`src/rtl/pipeline_ctrl.sv`:
```
// pipeline_ctrl: sequencing controller for a 5-stage MIPS pipeline (IF/ID/EX/MEM/WB).
//   Owns the global stage enable, the PC and IF/ID write enables and the bubble/flush lines.
//   Detects load-use hazards and taken-branch flushes. Runs a debug run/step/halt/drain FSM
//   so that a halt request lets in-flight instructions retire through WB before stopping.
//
// Ports:
//   i_clk, i_reset          clock, synchronous active-high reset
//   i_dbg_run/step/halt     debug commands
//   i_halt_W                HALT instruction in WB
//   i_mem_read_E, i_rt_E    load in EX and its destination register
//   i_rs_D, i_rt_D          source registers of the instruction in ID
//   i_branch_taken_D        branch/jump resolved taken in ID
//   o_stage_en              global pipeline register enable
//   o_pc_write, o_if_id_write, o_if_id_flush, o_id_ex_flush  hazard controls
//   o_halted, o_done        FSM status
//   o_cycle_cnt             enabled-cycle count
//
// Optional feature: define PIPE_CYCLE_CNT_EN to build the enabled-cycle counter; otherwise
// o_cycle_cnt is tied to zero.
module pipeline_ctrl #(
  parameter int unsigned REG_ADDR_SZ = 5,
  parameter int unsigned PIPE_DEPTH  = 5,
  parameter int unsigned CNT_SZ      = 32
) (
  input  logic                   i_clk,
  input  logic                   i_reset,
  input  logic                   i_dbg_run,
  input  logic                   i_dbg_step,
  input  logic                   i_dbg_halt,
  input  logic                   i_halt_W,
  input  logic                   i_mem_read_E,
  input  logic [REG_ADDR_SZ-1:0] i_rt_E,
  input  logic [REG_ADDR_SZ-1:0] i_rs_D,
  input  logic [REG_ADDR_SZ-1:0] i_rt_D,
  input  logic                   i_branch_taken_D,
  output logic                   o_stage_en,
  output logic                   o_pc_write,
  output logic                   o_if_id_write,
  output logic                   o_if_id_flush,
  output logic                   o_id_ex_flush,
  output logic                   o_halted,
  output logic                   o_done,
  output logic [CNT_SZ-1:0]      o_cycle_cnt
);

  localparam int unsigned DrainW = $clog2(PIPE_DEPTH) + 1;
  localparam logic [DrainW-1:0] DrainLoad = DrainW'(PIPE_DEPTH - 1);

  typedef enum logic [2:0] {
    StHalted,
    StRun,
    StStep,
    StDrain,
    StDone
  } state_e;

  state_e            state_q, state_d;
  logic [DrainW-1:0] drain_q, drain_d;
  logic              stall;

  // Register 0 is hardwired zero, so a load targeting it never creates a dependency.
  assign stall = i_mem_read_E && (i_rt_E != '0) && ((i_rt_E == i_rs_D) || (i_rt_E == i_rt_D));

  always_ff @(posedge i_clk) begin
    if (i_reset) begin
      state_q <= StHalted;
      drain_q <= '0;
    end else begin
      state_q <= state_d;
      drain_q <= drain_d;
    end
  end

  always_comb begin
    state_d       = state_q;
    drain_d       = drain_q;
    o_stage_en    = 1'b0;
    o_pc_write    = 1'b0;
    o_if_id_write = 1'b0;
    o_if_id_flush = 1'b0;
    o_id_ex_flush = 1'b0;
    o_halted      = 1'b0;
    o_done        = 1'b0;

    case (state_q)
      StHalted: begin
        o_halted = 1'b1;
        if (i_dbg_run) begin
          state_d = StRun;
        end else if (i_dbg_step) begin
          state_d = StStep;
        end
      end
      StRun, StStep: begin
        o_stage_en = 1'b1;
        // Stall masks the branch; the branch is seen again once the load has moved on.
        if (stall) begin
          o_id_ex_flush = 1'b1;
        end else begin
          o_pc_write    = 1'b1;
          o_if_id_write = 1'b1;
          o_if_id_flush = i_branch_taken_D;
        end
        if (i_halt_W) begin
          state_d = StDone;
        end else if (state_q == StStep) begin
          state_d = StHalted;
        end else if (i_dbg_halt) begin
          state_d = StDrain;
          drain_d = DrainLoad;
        end
      end
      StDrain: begin
        // Feed bubbles behind the in-flight instructions until they reach WB.
        o_stage_en    = 1'b1;
        o_if_id_write = 1'b1;
        o_if_id_flush = 1'b1;
        drain_d       = drain_q - DrainW'(1);
        if (i_halt_W) begin
          state_d = StDone;
        end else if (drain_q <= DrainW'(1)) begin
          state_d = StHalted;
        end
      end
      StDone: begin
        o_done = 1'b1;
      end
      default: begin
        state_d = StHalted;
        drain_d = '0;
      end
    endcase
  end

`ifdef PIPE_CYCLE_CNT_EN
  logic [CNT_SZ-1:0] cycle_cnt_q;

  always_ff @(posedge i_clk) begin
    if (i_reset) begin
      cycle_cnt_q <= '0;
    end else if (o_stage_en) begin
      cycle_cnt_q <= cycle_cnt_q + CNT_SZ'(1);
    end
  end

  assign o_cycle_cnt = cycle_cnt_q;
`else
  assign o_cycle_cnt = '0;
`endif

endmodule

```
`config.mk`:
```
export PLATFORM = sky130hd
export DESIGN_NAME = pipeline_ctrl
export DESIGN_NICKNAME = d
export VERILOG_FILES = /design/src/rtl/pipeline_ctrl.sv
export SDC_FILE = /design/constraint.sdc
export NUM_CORES = 1
export LEC_CHECK = 0
export BUFFER_PORTS_ARGS = -buffer_cell sky130_fd_sc_hd__buf_4
export CORE_MARGIN = 3
export CORE_UTILIZATION = 36
export DETAILED_ROUTE_END_ITERATION = 7
export PLACE_DENSITY = 0.77
export REMOVE_ABC_BUFFERS = 1
export SLEW_MARGIN = 20
export SYNTH_ARGS = -nofsm -noshare
export SYNTH_HDL_FRONTEND = slang
export SYNTH_SLANG_ARGS = --single-unit
```
`constraint.sdc`:
```
create_clock -name i_clk -period 1.4 [get_ports i_clk]
set_input_delay 0.07 -clock i_clk [delete_from_list [all_inputs] [get_ports i_clk]]
set_output_delay 0.07 -clock i_clk [all_outputs]
set_load 0.01 [all_outputs]
```
==> results of run 1 <==
-- metrics by stage --
stage / instances / hold WS (ps) / total power, W / utilization [%]
floorplan: 106 / 142.1 / 0.0007474 / -
global placement: 174 / 293.8 / 0.001137 / 46.89
detailed placement: 174 / 298.9 / 0.001173 / 46.89
CTS: 178 / 30.26 / 0.001373 / 48.24
global route: 181 / 51.91 / 0.001591 / 51.60
finish: 181 / 25.29 / 0.001472 / 51.60
-- placed cells by master (no fill, tap or decap) --
cell type / synthesis / layout
sky130_fd_sc_hd__a311oi_1: 3 / 3
sky130_fd_sc_hd__o21ai_0: 2 / 2
sky130_fd_sc_hd__clkbuf_1: 0 / 1
sky130_fd_sc_hd__a211oi_1: 2 / 1
sky130_fd_sc_hd__a21oi_2: 1 / 1
sky130_fd_sc_hd__buf_8: 0 / 1
sky130_fd_sc_hd__o21bai_4: 1 / 1
sky130_fd_sc_hd__a41oi_1: 1 / 1
sky130_fd_sc_hd__conb_1: 1 / 32
sky130_fd_sc_hd__or4b_4: 1 / 1
sky130_fd_sc_hd__o21ai_4: 0 / 1
sky130_fd_sc_hd__nand3b_1: 1 / 1
sky130_fd_sc_hd__a22oi_2: 0 / 1
sky130_fd_sc_hd__o22a_2: 1 / 1
sky130_fd_sc_hd__xor2_1: 11 / 11
sky130_fd_sc_hd__a21boi_1: 0 / 1
sky130_fd_sc_hd__o21a_1: 1 / 1
sky130_fd_sc_hd__dfxtp_1: 7 / 5
sky130_fd_sc_hd__buf_6: 1 / 3
sky130_fd_sc_hd__o32a_1: 1 / 1
sky130_fd_sc_hd__a211oi_2: 0 / 1
sky130_fd_sc_hd__nand2_1: 4 / 4
sky130_fd_sc_hd__a221oi_1: 1 / 1
sky130_fd_sc_hd__nor3_1: 7 / 5
sky130_fd_sc_hd__buf_4: 33 / 38
sky130_fd_sc_hd__inv_1: 4 / 4
sky130_fd_sc_hd__nor2_2: 0 / 1
sky130_fd_sc_hd__dfxtp_2: 0 / 2
sky130_fd_sc_hd__or4_4: 0 / 1
sky130_fd_sc_hd__nand2b_1: 1 / 1
sky130_fd_sc_hd__nor2_1: 13 / 12
sky130_fd_sc_hd__or2b_1: 1 / 1
sky130_fd_sc_hd__o2111ai_1: 2 / 2
sky130_fd_sc_hd__clkbuf_4: 0 / 3
sky130_fd_sc_hd__nor3_2: 0 / 2
sky130_fd_sc_hd__a21oi_1: 1 / 1
sky130_fd_sc_hd__o31ai_1: 1 / 1
sky130_fd_sc_hd__buf_2: 1 / 1
sky130_fd_sc_hd__ha_1: 2 / 2
-- layout make-up --
| type | count | share of cell area, % |
|---|---|---|
| sequential | 7 | 12.38 |
| inverter | 4 | 1.303 |
| timing repair buffer | 43 | 29.42 |
| tap | 28 | 3.040 |
| multi-input combinational | 95 | 51.57 |
| clock buffer | 4 | 2.280 |
-- metal layers --
metal  share of wire (%)  global-route usage, %
met4                 1.2                  4.979
met2                  53                  26.18
met1                  39                  16.99
met3                 6.5                  1.907
met5                   0                      0
-- synth_stat cells --
cell / n / area (µm²)
sky130_fd_sc_hd__buf_4: 33 / 247.7
sky130_fd_sc_hd__nor2_1: 13 / 48.80
sky130_fd_sc_hd__xor2_1: 11 / 96.34
sky130_fd_sc_hd__dfxtp_1: 7 / 140.1
sky130_fd_sc_hd__nor3_1: 7 / 35.03
sky130_fd_sc_hd__inv_1: 4 / 15.01
sky130_fd_sc_hd__nand2_1: 4 / 15.01
sky130_fd_sc_hd__a311oi_1: 3 / 26.28
sky130_fd_sc_hd__a211oi_1: 2 / 15.01
sky130_fd_sc_hd__ha_1: 2 / 25.02
sky130_fd_sc_hd__o2111ai_1: 2 / 17.52
sky130_fd_sc_hd__o21ai_0: 2 / 10.01
sky130_fd_sc_hd__a21boi_0: 1 / 7.510
sky130_fd_sc_hd__a21oi_1: 1 / 5.000
sky130_fd_sc_hd__a21oi_2: 1 / 8.760
sky130_fd_sc_hd__a221oi_1: 1 / 8.760
sky130_fd_sc_hd__a22oi_1: 1 / 7.510
sky130_fd_sc_hd__a41oi_1: 1 / 8.760
sky130_fd_sc_hd__buf_2: 1 / 5.000
sky130_fd_sc_hd__buf_6: 1 / 11.26
sky130_fd_sc_hd__conb_1: 1 / 3.750
sky130_fd_sc_hd__nand2b_1: 1 / 6.260
sky130_fd_sc_hd__nand3b_1: 1 / 7.510
sky130_fd_sc_hd__o21a_1: 1 / 7.510
sky130_fd_sc_hd__o21ai_1: 1 / 5.000
sky130_fd_sc_hd__o21bai_4: 1 / 18.77
sky130_fd_sc_hd__o22a_2: 1 / 10.01
sky130_fd_sc_hd__o31ai_1: 1 / 7.510
sky130_fd_sc_hd__o32a_1: 1 / 10.01
sky130_fd_sc_hd__or2b_1: 1 / 7.510
sky130_fd_sc_hd__or4_1: 1 / 7.510
sky130_fd_sc_hd__or4b_4: 1 / 13.76
-- worst max-delay path by stage --
stage	from	end	slack, ps	depth (start not counted)
2_1_floorplan	state_q[0]	state_q[0]	-70	4
3_3_place_gp	state_q[2]	state_q[0]	30	4
3_5_place_dp	i_rt_E[0]	o_if_id_flush	-20	6
4_1_cts	state_q[2]	state_q[0]	5	4
5_1_grt	state_q[2]	state_q[0]	-70	4
6_report	state_q[2]	state_q[0]	2	4
-- timing repair --
| action | CTS | global route |
|---|---|---|
| pin swaps | 2 | 6 |
| cloned | 0 | 1 |
| gates resized for setup | 1 | 15 |
| setup endpoints to repair | 4 | 10 |
| buffers inserted | 0 | 2 |
-- power groups by stage --
stage               logic, W  clock network (W)  registers (W)
finish              0.000982           0.000194       0.000296
global route         0.00108           0.000205       0.000302
CTS                 0.000896           0.000195       0.000282
detailed placement  0.000887                  0       0.000286
global placement    0.000855                  0       0.000282
floorplan           0.000428                  0       0.000319
-- kinds of logic after synthesis --
kind of cell / count (synthesis) / share of synthesized area, %
buf+inv: 39 / 32.46
simple gates: 29 / 16.45
compound gates: 21 / 20.23
xor+xnor: 11 / 11.21
flops: 7 / 16.30
fa+ha+maj: 2 / 2.911
other cells: 1 / 0.4363
-- critical path: stages, from the launching register on --
cell	delay (ps)
sky130_fd_sc_hd__dfxtp_1	340
sky130_fd_sc_hd__or4b_4	550
sky130_fd_sc_hd__o21bai_4	150
sky130_fd_sc_hd__a21oi_2	60
sky130_fd_sc_hd__a311oi_1	210
-- sequential cells by signal, summed over array words and instances, names as in the netlist --
name	count
state_q	3
drain_q	4
==> metrics.log, run 1 <==
INFO  metric path_max_fanout = 4
INFO  metric drt_drc_violations_left = 0
INFO  metric hold_start = i_reset
INFO  metric final_period_minus_worst_setup_slack = 1398 ps
INFO  metric hp-class = input pin to flop
INFO  metric worst-setup-path-type = flop to flop
INFO  metric global_route.usage.total = 14.42%
INFO  metric ctsHoldBuffers = 0
INFO  metric tritoncts.num_buffers = 3
INFO  metric place.port_buffers = 29
INFO  metric rows = 17
INFO  metric die_x = 54.87 µm
INFO  metric clock_sink_count = 7
INFO  metric setup_violations = 0
INFO  metric ant_nets = 0
INFO  metric final_net_count = 179
INFO  metric yosys_warnings = 0
INFO  metric dp_hpwl = 1643 µm
INFO  metric layout-drive-gt1-share = 38.56%
INFO  metric power_frac_clock = 13.2%
INFO  metric design.die.area = 3010 µm²
INFO  metric synth-seq-cells = 7
INFO  metric run_status = finished, final reports clean
INFO  metric crit_arrival = 1570 ps
INFO  metric htree_num_levels = 1
INFO  metric grt_overflow_total = 0
INFO  metric worst_r2r_endpoint = state_q[0]
INFO  metric clock_latency = 260 ps
INFO  metric grt_setup_unrepaired = yes
INFO  metric setup.worst_path.start_class = flop
INFO  metric grt_max_degree = 11
INFO  metric initial_utilization = 38.49%
INFO  metric pin_count = 62
INFO  metric synthDistinctLibCells = 32
INFO  metric grt_pass1_vias = 734
INFO  metric sw_frac_of_total = 41.86%
INFO  metric aggregate_routed_wire_length = 2188 µm
INFO  metric diodes = 0
INFO  metric first_pass_iters = 4
INFO  metric min_to = state_q[0]
INFO  metric timing.critical_path.to_type = flop
INFO  metric ir_worst_vdd = 987.7 µV
INFO  metric hold_viol = 0
INFO  metric r2r_cells = 4
INFO  metric layout.area.seq = 142.6 µm²
INFO  metric finalSetupTns = 0 ps
INFO  metric required_worst_endpoint = 1570 ps
INFO  metric max_freq = 715.5 MHz
INFO  metric finClkSkew = 8.924 ps
INFO  metric power.share.combinational = 66.7%
INFO  metric antenna_found_initial = 0
INFO  metric p_int = 0.0008558 W
INFO  metric detail_route.iter0.violations = 13
INFO  metric via_per_inst = 4.541
INFO  metric wirelength_per_cell = 12.09 µm
INFO  metric seq_area_frac_synth = 16.30%
INFO  metric power-per-cell-area = 1277 nW/µm²
INFO  metric placeableCoreArea = 2233 µm²
INFO  metric critical_path.reg2reg.startpoint = state_q[2]
INFO  metric reg2reg_slack = 2 ps
INFO  metric power_frac_seq = 20.1%
INFO  metric cts_root_buffer = sky130_fd_sc_hd__clkbuf_4
INFO  metric maxCapViolCount = 0
INFO  metric maxSlewViolCount = 0
INFO  metric cell_area_after_synthesis = 859.6 µm²
INFO  metric synthesized_area_divided_by_synthesized_cell_count = 7.814 µm²
INFO  metric finish.instance_area = 1152 µm²
INFO  metric final_min_period_over_clock_period = 99.83%
INFO  metric setup_ws = 2.425 ps
INFO  metric total_switching_power = 0.0006162 W
INFO  metric gp_congestion = 0.7445
INFO  metric first_pass_grt_wire_length = 3180 µm
INFO  metric clock_tree.buffer_depth = 2
INFO  metric post_synthesis_cells = 110
INFO  metric total_leakage_power = 0.5596 nW
INFO  metric clk_pin_slew = 60 ps
INFO  metric detailed_route_via_count = 822
INFO  metric dp_worst_setup_slack = -15.84 ps
INFO  metric placement.cell_area = 1047 µm²
INFO  metric min_path_cells = 2
INFO  metric multi_input_area = 594.3 µm²
INFO  metric fill_cells = 228
INFO  metric syn_to_final_growth = 34.06%
INFO  metric fp.dieH = 54.87 µm
INFO  metric cts_tree = built
Note: power is estimated with default switching activity, not from simulation.
==> run 2: changes to the inputs <==
- RECOVER_POWER: default -> 100
==> metrics.log, run 2 (synthesis results as in run 1) <==
INFO  metric run_status = finished, final reports clean
INFO  metric worstPathBufferInverterCount = 0
INFO  metric critical-path-max-stage-delay = 560 ps
INFO  metric required_worst_endpoint = 1570 ps
INFO  metric ir_worst_vdd = 976.1 µV
INFO  metric setup.worst_path.start_class = flop
INFO  metric critical_path.cell_chain = or4b_4 > o21bai_4 > a21oi_2 > a311oi_1
INFO  metric tritoncts.num_buffers = 3
INFO  metric syn_to_final_growth = 33.62%
INFO  metric worst-setup-path-type = flop to flop
INFO  metric diodes = 0
INFO  metric final_period_minus_worst_setup_slack = 1395 ps
INFO  metric final_net_count = 179
INFO  metric critPathTopFamily = simple AND/OR/NAND/NOR gates
INFO  metric ctsHoldBuffers = 0
INFO  metric hold_start = i_reset
INFO  metric detail_route.iter0.violations = 12
INFO  metric regMostFlops = drain_q
INFO  metric r2r_cells = 4
INFO  metric ant_nets = 0
INFO  metric cts_root_buffer = sky130_fd_sc_hd__clkbuf_4
INFO  metric hp-class = input pin to flop
INFO  metric setup_violations = 0
INFO  metric design.die.area = 3010 µm²
INFO  metric max_freq = 716.8 MHz
INFO  metric path_max_fanout = 2
INFO  metric wirelength_per_cell = 12.08 µm
INFO  metric clk_pin_slew = 60 ps
INFO  metric grt_max_degree = 11
INFO  metric timing.hold.ws = 24.23 ps
INFO  metric total_leakage_power = 0.5549 nW
INFO  metric crit_slowest_cell = sky130_fd_sc_hd__or4b_4
INFO  metric clock_tree.buffer_depth = 2
INFO  metric via_per_inst = 4.514
INFO  metric reg2reg_slack = 5 ps
INFO  metric finClkSkew = 9.546 ps
INFO  metric antenna_found_initial = 0
INFO  metric global_route.usage.total = 14.42%
INFO  metric crit_arrival = 1560 ps
INFO  metric detailed_route_via_count = 817
INFO  metric place.port_buffers = 29
INFO  metric aggregate_routed_wire_length = 2186 µm
INFO  metric dp_hpwl = 1643 µm
INFO  metric timing.critical_path.to_type = flop
INFO  metric grt_overflow_total = 0
INFO  metric rows = 17
INFO  metric design_power_total = 0.001457 W
INFO  metric layout_common_cells = 34 x sky130_fd_sc_hd__buf_4, 32 x sky130_fd_sc_hd__conb_1, 12 x sky130_fd_sc_hd__nor2_1
INFO  metric drt_drc_violations_left = 0
INFO  metric initial_utilization = 38.49%
INFO  metric placeableCoreArea = 2233 µm²
INFO  metric clock_sink_count = 7
INFO  metric grt_pass1_vias = 734
INFO  metric critPathLaunch = state_q[1]
INFO  metric min_to = state_q[0]
INFO  metric fp.dieH = 54.87 µm
INFO  metric first_pass_grt_wire_length = 3180 µm
INFO  metric first_pass_iters = 4
INFO  metric grt_setup_unrepaired = yes
INFO  metric maxSlewViolCount = 0
INFO  metric min_path_cells = 2
INFO  metric maxCapViolCount = 0
INFO  metric critical_path.reg2reg.startpoint = state_q[1]
INFO  metric reg_top3 = drain_q (4), state_q (3)
INFO  metric layout_commonest_cell = sky130_fd_sc_hd__buf_4
INFO  metric cts_tree = built
INFO  metric clock_latency = 260 ps
INFO  metric largest_register_ff_count = 4
INFO  metric hold_viol = 0
INFO  metric die_x = 54.87 µm
INFO  metric power-per-cell-area = 1268 nW/µm²
INFO  metric pin_count = 62
INFO  metric gp_congestion = 0.7445
INFO  metric htree_num_levels = 1
INFO  metric worst_r2r_endpoint = state_q[0]
INFO  metric final_min_period_over_clock_period = 99.65%
INFO  metric layout-drive-gt1-share = 37.91%
run 2: changes by cell type in the layout (fill, tap and decap cells not counted):
| cell | change |
|---|---|
| sky130_fd_sc_hd__clkbuf_4 | +3 |
| sky130_fd_sc_hd__buf_4 | -4 |
| sky130_fd_sc_hd__clkbuf_1 | +1 |
run 2: worst max-delay path by stage:
stage                     cells past startpoint            end  slack (ps)
after global routing                          4     state_q[0]         -70
after global placement                        4     state_q[0]          30
after CTS                                     4     state_q[0]           5
after floorplan                               4     state_q[0]         -70
after detailed placement                      6  o_if_id_flush         -20
final                                         4     state_q[0]           5
run 2: where the power goes:
group / internal [W] / switching (W)
combinational: 0.000481 / 0.000486
clock: 0.000109 / 0.0000849
sequential: 0.000251 / 0.0000455
total: 0.000841 / 0.000616
run 2: cell type report:
cell class                      instances  area (µm²)
Timing Repair Buffer                   43       335.3
Tap cell                               28       35.03
Fill cell                             229        1085
Sequential cell                         7       142.6
Multi-Input combinational cell         95       594.3
Inverter                                4       15.01
Clock buffer                            4       26.28
run 2: per-layer routing:
layer  track usage [%]  part of all wire, %  vias up
li1                  -                    -      407
met1             16.99                   40      379
met3             1.907                  5.9        3
met4             4.979                  1.2        0
met2             26.18                   52       28
met5                 0                    0        -
run 2: repair_timing:
| action | CTS | global route |
|---|---|---|
| cloned | 0 | 1 |
| setup endpoints to repair | 4 | 10 |
| setup buffers | 0 | 2 |
| hold endpoints to repair | 0 | 0 |
| pin swaps | 2 | 6 |
| resized for setup | 1 | 15 |
run 2: through the flow:
step / setup WS (ps) / area (µm²) / setup TNS, ps / instances / utilization [%]
final: 4.970 / 1149 / 0 / 181 / 51.43
after global routing: -74.87 / 1149 / -278.3 / 181 / 51.43
after CTS: 4.827 / 1077 / 0 / 178 / 48.24
after detailed placement: -15.84 / 1047 / -29.12 / 174 / 46.89
after global placement: 28.94 / 1047 / 0 / 174 / 46.89
after floorplan: -68.63 / 711.9 / -137.3 / 106 / -
==> run 3: changes to the inputs <==
- PLACE_DENSITY: 0.77 -> 0.78
==> metrics.log, run 3 (synthesis results as in run 1) <==
INFO  metric run_status = finished, final reports clean
INFO  metric grt_pass1_vias = 741
INFO  metric hold_viol = 0
INFO  metric power-per-cell-area = 1278 nW/µm²
INFO  metric layout_common_cells = 42 x sky130_fd_sc_hd__buf_4, 32 x sky130_fd_sc_hd__conb_1, 11 x sky130_fd_sc_hd__xor2_1
INFO  metric regMostFlops = drain_q
INFO  metric layout-drive-gt1-share = 41.94%
INFO  metric layout_commonest_cell = sky130_fd_sc_hd__buf_4
INFO  metric critical_path.reg2reg.startpoint = state_q[1]
INFO  metric clk_pin_slew = 50 ps
INFO  metric hold_start = i_reset
INFO  metric multi_input_area = 598.1 µm²
INFO  metric detailed_route_via_count = 809
INFO  metric hp-class = input pin to flop
INFO  metric ir_worst_vdd = 832.2 µV
INFO  metric placeableCoreArea = 2233 µm²
INFO  metric first_pass_grt_wire_length = 3098 µm
INFO  metric cts_root_buffer = sky130_fd_sc_hd__clkbuf_4
INFO  metric crit_arrival = 1320 ps
INFO  metric setup_violations = 0
INFO  metric gp_congestion = 0.7563
INFO  metric ctsHoldBuffers = 0
INFO  metric grt_max_degree = 11
INFO  metric rows = 17
INFO  metric first_pass_iters = 4
INFO  metric clock_tree.buffer_depth = 2
INFO  metric total_leakage_power = 0.5648 nW
INFO  metric die_x = 54.87 µm
INFO  metric drt_drc_violations_left = 0
INFO  metric design_power_total = 0.001488 W
INFO  metric maxCapViolCount = 0
INFO  metric tritoncts.num_buffers = 3
INFO  metric clock_latency = 250 ps
INFO  metric layout.area.seq = 143.9 µm²
INFO  metric max_freq = 720.9 MHz
INFO  metric timing.critical_path.to_type = primary output
INFO  metric worst-setup-path-type = input pin to primary output
INFO  metric final_min_period_over_clock_period = 99.08%
INFO  metric htree_num_levels = 1
INFO  metric largest_register_ff_count = 4
INFO  metric design.die.area = 3010 µm²
INFO  metric dp_hpwl = 1602 µm
INFO  metric fill_cells = 217
INFO  metric syn_to_final_growth = 35.37%
INFO  metric dp_worst_setup_slack = -3.645 ps
INFO  metric final_period_minus_worst_setup_slack = 1387 ps
INFO  metric path_max_fanout = 3
INFO  metric aggregate_routed_wire_length = 2149 µm
INFO  metric reg_top3 = drain_q (4), state_q (3)
INFO  metric initial_utilization = 38.49%
INFO  metric finish.instance_area = 1164 µm²
INFO  metric setup.worst_path.start_class = input pin
INFO  metric stdcell_count = 183
INFO  metric cts_tree = built
INFO  metric required_worst_endpoint = 1330 ps
INFO  metric diodes = 0
INFO  metric pin_count = 62
INFO  metric dp.cells = 174
INFO  metric maxSlewViolCount = 0
INFO  metric antenna_found_initial = 0
INFO  metric place.port_buffers = 29
INFO  metric detail_route.iter0.violations = 11
INFO  metric final_core_utilization = 52.10%
INFO  metric setup_ws = 12.94 ps
INFO  metric finClkSkew = 3.924 ps
INFO  metric via_per_inst = 4.421
INFO  metric final_net_count = 181
INFO  metric fp.dieH = 54.87 µm
INFO  metric grt_overflow_total = 0
INFO  metric wirelength_per_cell = 11.74 µm
INFO  metric critPathLaunch = i_rt_E[0]
INFO  metric grt_setup_unrepaired = yes
INFO  metric clock_sink_count = 7
INFO  metric placement.cell_area = 1047 µm²
INFO  metric ant_nets = 0
INFO  metric global_route.usage.total = 14.37%
==> run 3: cell types whose count changed in the layout (fill, tap and decap cells not counted), sizes merged <==
cell,before,now
buf,39,44
clkbuf,8,5
==> run 3: critical path, cell delays in order <==
cell and delay (ps):
sky130_fd_sc_hd__buf_4 110, sky130_fd_sc_hd__or4_4 530, sky130_fd_sc_hd__o21ai_2 190, sky130_fd_sc_hd__buf_4 150
sky130_fd_sc_hd__nor2_1 40, sky130_fd_sc_hd__nor2_1 100, sky130_fd_sc_hd__buf_4 120
==> run 3: power breakdown <==
group,switching (W),internal [W]
clock,0.0000726,0.000109
combinational,0.000497,0.000517
sequential,0.0000405,0.000252
total,0.000610,0.000878
==> run 3: metrics by stage <==
step | hold slack [ps] | TNS [ps]
2_1_floorplan | 142.1 | -137.3
3_3_place_gp | 292.2 | 0
3_5_place_dp | 297.5 | -3.645
4_1_cts | 26.82 | -7.274
5_1_grt | 29.20 | -158.9
6_report | 39.35 | 0
==> run 3: worst paths after layout <==
check | to | cells past startpoint | slack (ps)
setup / recovery | o_pc_write | 7 | 10
hold / removal | state_q[1] | 2 | 40
setup reg to reg | state_q[1] | 4 | 20
hold reg to reg | drain_q[0] | 1 | 480
==> run 3: layout make-up <==
type	count	share of cell area (%)
clock buffer	4	2.258
sequential	7	12.37
multi-input combinational	95	51.40
timing repair buffer	45	29.68
inverter	4	1.290
tap	28	3.011
==> run 3: timing repair <==
action                     CTS  global route
pin swaps                    4             5
gates resized for setup      2            14
buffers inserted             1             4
setup endpoints to repair    2            10
==> run 3: per-layer routing <==
layer | share of wire (%) | global-route usage (%) | up-vias
li1 | - | - | 406
met1 | 37 | 16.69 | 365
met2 | 56 | 25.59 | 36
met3 | 7.0 | 2.452 | 2
met4 | 0.84 | 5.809 | 0
met5 | 0 | 0 | -
